### config.mk
export PLATFORM = sky130hd
export DESIGN_NAME = demux_2b_sync
export DESIGN_NICKNAME = d
export VERILOG_FILES = /design/src/rtl/demux_2b_sync.sv
export SDC_FILE = /design/constraint.sdc
export NUM_CORES = 1
export LEC_CHECK = 0
export BUFFER_PORTS_ARGS = -buffer_cell sky130_fd_sc_hd__buf_2
export CAP_MARGIN = 20
export CORE_MARGIN = 2
export CORE_UTILIZATION = 30
export CTS_CLUSTER_SIZE = 8
export DETAILED_ROUTE_END_ITERATION = 6
export PLACE_DENSITY = 0.58
export SYNTH_ARGS = -nofsm -noshare
export SYNTH_HDL_FRONTEND = slang
export SYNTH_SLANG_ARGS = --single-unit
### constraint.sdc
create_clock -name clk -period 1.5 [get_ports clk]
set_input_delay 0.225 -clock clk [delete_from_list [all_inputs] [get_ports clk]]
set_output_delay 0.225 -clock clk [all_outputs]
set_load 0.03 [all_outputs]
### src/rtl/demux_2b_sync.sv
// ============================================================================
// Module  : demux_2b_sync
// Brief   : Clocked 1-to-2 four-phase handshake demultiplexer with input
//           resynchronisers, per-channel transaction counters and error flag.
// Rev     : 1.0  initial release
// ============================================================================
`default_nettype none

module demux_2b_sync #(
    parameter int SYNC_STAGES = 2,
    parameter int CNT_W       = 8
) (
    input  logic             clk,
    input  logic             rst,
    input  logic             req_in,
    input  logic             sel_in,
    output logic             ack_in,
    output logic [1:0]       req_out,
    input  logic [1:0]       ack_out,
    output logic [CNT_W-1:0] cnt0,
    output logic [CNT_W-1:0] cnt1,
    output logic             busy,
    output logic             err
);

    localparam logic [1:0] c_IDLE = 2'd0;
    localparam logic [1:0] c_REQ  = 2'd1;
    localparam logic [1:0] c_ACK  = 2'd2;
    localparam logic [1:0] c_RTZ  = 2'd3;

    logic [SYNC_STAGES-1:0]      r_req_sync;
    logic [1:0][SYNC_STAGES-1:0] r_ack_sync;
    logic [1:0]                  r_state;
    logic                        r_sel_q;
    logic                        r_ack_in;
    logic [1:0]                  r_req_out;
    logic [CNT_W-1:0]            r_cnt0;
    logic [CNT_W-1:0]            r_cnt1;
    logic                        r_err;

    logic       w_req_s;
    logic [1:0] w_ack_s;
    logic       w_ack_sel;
    logic       w_ack_oth;

    // Plain flop chains; the MSB of each chain is the clk-domain view.
    always_ff @(posedge clk or posedge rst) begin
        if (rst) begin
            r_req_sync <= '0;
            r_ack_sync <= '0;
        end else begin
            r_req_sync    <= {r_req_sync[SYNC_STAGES-2:0], req_in};
            r_ack_sync[0] <= {r_ack_sync[0][SYNC_STAGES-2:0], ack_out[0]};
            r_ack_sync[1] <= {r_ack_sync[1][SYNC_STAGES-2:0], ack_out[1]};
        end
    end

    assign w_req_s   = r_req_sync[SYNC_STAGES-1];
    assign w_ack_s   = {r_ack_sync[1][SYNC_STAGES-1], r_ack_sync[0][SYNC_STAGES-1]};
    assign w_ack_sel = r_sel_q ? w_ack_s[1] : w_ack_s[0];
    assign w_ack_oth = r_sel_q ? w_ack_s[0] : w_ack_s[1];

    always_ff @(posedge clk or posedge rst) begin
        if (rst) begin
            r_state   <= c_IDLE;
            r_sel_q   <= 1'b0;
            r_ack_in  <= 1'b0;
            r_req_out <= 2'b00;
            r_cnt0    <= '0;
            r_cnt1    <= '0;
        end else begin
            case (r_state)
                c_IDLE: begin
                    // sel_in is only trusted here, where req_s=1 implies it is stable.
                    if (w_req_s) begin
                        r_sel_q            <= sel_in;
                        r_req_out          <= 2'b00;
                        r_req_out[sel_in]  <= 1'b1;
                        r_state            <= c_REQ;
                    end
                end
                c_REQ: begin
                    if (w_ack_sel) begin
                        r_ack_in <= 1'b1;
                        r_state  <= c_ACK;
                    end
                end
                c_ACK: begin
                    if (!w_req_s) begin
                        r_req_out <= 2'b00;
                        r_state   <= c_RTZ;
                    end
                end
                c_RTZ: begin
                    if (!w_ack_sel) begin
                        r_ack_in <= 1'b0;
                        if (r_sel_q) r_cnt1 <= r_cnt1 + CNT_W'(1);
                        else         r_cnt0 <= r_cnt0 + CNT_W'(1);
                        r_state  <= c_IDLE;
                    end
                end
                default: r_state <= c_IDLE;
            endcase
        end
    end

    always_ff @(posedge clk or posedge rst) begin
        if (rst) begin
            r_err <= 1'b0;
        end else if (r_state == c_IDLE) begin
            if (w_ack_s != 2'b00) r_err <= 1'b1;
        end else if (w_ack_oth) begin
            r_err <= 1'b1;
        end
    end

    assign ack_in  = r_ack_in;
    assign req_out = r_req_out;
    assign cnt0    = r_cnt0;
    assign cnt1    = r_cnt1;
    assign busy    = (r_state != c_IDLE);
    assign err     = r_err;

endmodule

`default_nettype wire

==> flow_summary.yaml <==
final_layout:
  fillCellCount: 400
  fin_nets: 149
  final_util: 0.4087
  layout_commonest_cell: "dfrtp_1"
  layout_common_cells: "dfrtp_1, buf_2, xnor2_1"
  fin_area_um2: 1647
  stdcell_count: 187
  seqCellArea_um2: 728.2
  syn2layout_area_growth_pct: 29.53
  antenna_cells: 0
  multi_input_area_um2: 564.3
  layout-drive-gt1-share: 0.4307
power_and_ir_drop:
  power.density_nw_per_um2: 1881
  p_leak_nw: 0.8052
  p_total_w: 0.003098
  vdd_drop_max_uv: 1342
clock_network:
  clkSinkCount: 29
  root_buffer: "clkbuf_8"
  cts_hold_buf: 0
  clk_pin_slew_ns: 0.06
  clkLatencyLatePin_ns: 0.27
  cts_tree: "done"
  htree_num_levels: 2
  cts_buffers: 5
  cts.path.max_buffers: 2
sta:
  fmax_mhz: 686.3
  relSlewSlack: 0.7646
  rsz0062_at_grt: "yes"
  worst_slew_pin_slew_ns: 0.3530
  setup_tns_ns: 0
  slew_viol_final: 0
  min_period_ns: 1.457
  final_hold_viol_count: 0
  post-route-period-util: 0.9714
  finalSetupViolCount: 0
  worst_clock_skew_ns: 0.006363
logic_synthesis:
  synth.distinct_cells: 29
  seq_area_frac_synth: 0.5709
  syn-num-nets: 113
  ys_seq_elements: 29
  syn-cell-area_um2: 1271
  avgSynthCellArea_um2: 12.71
  yosys_warnings: 0
  synthCells: 100
run_status:
  status: "completed"
run:
  maxCapViolations: 0
floorplanning:
  dieHeight_um: 69.10
  die_area_um2: 4774
  std_cell_rows: 23
  ioPinCount: 27
  initial_core_util: 0.3155
  core_area_um2: 4029
  fp.dieW_um: 69.10
worst_setup_path:
  endpoint: "r_state[0]"
  critPathArrivalTime_ns: 1.64
  r2r_start: "r_sel_q"
  critPathLaunch: "r_sel_q"
  worst-path-max-fanout: 4
  rr_worst_depth: 4
  crit_type: "register to register"
  r2r_slack_ns: 0.04
  cp-end-kind: "register"
  required_ns: 1.68
  start_kind: "register"
  rr_endpoint: "r_state[0]"
detailed_routing:
  drt-initial-drc-count: 47
  drc: 0
  drt-total-wl_um: 2407
  ant_nets: 0
  vias_per_cell: 4.545
  first_pass_iters: 2
  vias: 850
  wire_per_inst_um: 12.87
global_route:
  grt_pass1_wl_um: 4160
  antenna_found_initial: 0
  overflow: 0
  grt_max_degree: 30
  grt_pass1_vias: 903
  grt_use_total: 0.1091
placed_design:
  dp_hpwl_um: 1731
  io_buffer_count: 26
  routabilityCongestion: 0.7410
  dp_cells: 177
  dpl_cell_area_um2: 1481
worst_hold_path:
  hold_class: "primary input to async pin"
power by group:
| part | leakage [nW] | switching [W] | total (W) | internal (W) |
|---|---|---|---|---|
| Clock | 0.0542 | 0.000271 | 0.000685 | 0.000414 |
| Sequential | 0.362 | 0.000203 | 0.00117 | 0.000967 |
| Combinational | 0.389 | 0.000720 | 0.00124 | 0.000523 |
| Total | 0.805 | 0.00119 | 0.00310 | 0.00190 |
cells in the mapped netlist:
cell | count | area share
dfrtp_1 | 29 | 0.57
xnor2_1 | 8 | 0.055
ha_1 | 7 | 0.069
xor2_1 | 6 | 0.041
nand3_1 | 5 | 0.020
o21ai_0 | 5 | 0.020
a21oi_1 | 4 | 0.016
and4_1 | 4 | 0.028
inv_1 | 4 | 0.012
mux2_2 | 4 | 0.035
nand2_1 | 3 | 0.0089
a211oi_1 | 2 | 0.012
and3_1 | 2 | 0.0098
clkbuf_1 | 2 | 0.0059
a22oi_1 | 1 | 0.0059
a31o_1 | 1 | 0.0069
and3b_1 | 1 | 0.0069
buf_2 | 1 | 0.0039
mux2_4 | 1 | 0.012
mux2i_1 | 1 | 0.0079
mux2i_2 | 1 | 0.011
nand2b_1 | 1 | 0.0049
nand4_1 | 1 | 0.0049
nor2_1 | 1 | 0.0029
nor3_1 | 1 | 0.0039
nor3b_1 | 1 | 0.0059
nor3b_2 | 1 | 0.0098
o211ai_1 | 1 | 0.0059
o22ai_1 | 1 | 0.0049
routing by layer:
layer,part of all wire,GRT usage,vias to the layer above
met5,0,0,-
met4,0.011,0.03268,0
met3,0.047,0.04240,4
met2,0.49,0.1880,18
met1,0.45,0.1244,407
li1,-,-,421
final cells by class:
cell class	count	area share
sequential	29	0.4422
multi-input combinational	64	0.3427
clock buffer	7	0.05851
timing repair buffer	32	0.1064
tap	50	0.03799
inverter	4	0.009119
clock inverter	1	0.003040
through the flow:
| stage | hold WS [ns] | setup slack (ns) |
|---|---|---|
| floorplan | 0.2564 | 0.02144 |
| global placement | 0.3081 | 0.03921 |
| detailed placement | 0.3125 | 0.02264 |
| CTS | 0.01842 | 0.01102 |
| global route | 0.04125 | -0.04478 |
| finish | 0.008330 | 0.04284 |
state kept, by name, summed over array words and instances (netlist names):
signal      count
r_state         2
r_ack_sync      4
err             1
req_out         2
r_req_sync      2
cnt1            8
r_sel_q         1
ack_in          1
cnt0            8
what timing repair did:
action / CTS / global route
buffers inserted: 0 / 2
setup endpoints to repair: 3 / 10
hold endpoints to repair: 0 / 0
pin swaps: 0 / 2
gates resized for setup: 5 / 11
kinds of logic after synthesis:
kind of cell	after synthesis	share of synthesized area
DFF	29	0.5709
and+or+nand+nor	21	0.1053
muxes	7	0.06594
buffers and inverters	7	0.02165
adders and majority gates	7	0.06889
xor gates and xnor gates	14	0.09646
AOI/OAI and AO/OA	15	0.07087
worst min path at each step:
stage / cells after the start / endpoint / startpoint
global placement: 3 / r_ack_sync[2] / rst
floorplan: 0 / r_ack_sync[0] / ack_out[0]
finish: 3 / r_req_sync[1] / rst
global route: 3 / r_ack_sync[2] / rst
detailed placement: 3 / r_ack_sync[2] / rst
CTS: 3 / r_req_sync[1] / rst
critical path, cell delays in order, from the launching register on:
cell	delay (ns)
dfrtp_2	0.44
mux2_4	0.33
mux2i_2	0.25
o211ai_1	0.14
a22oi_1	0.21
No activity file was read; power rests on OpenSTA's default activity.
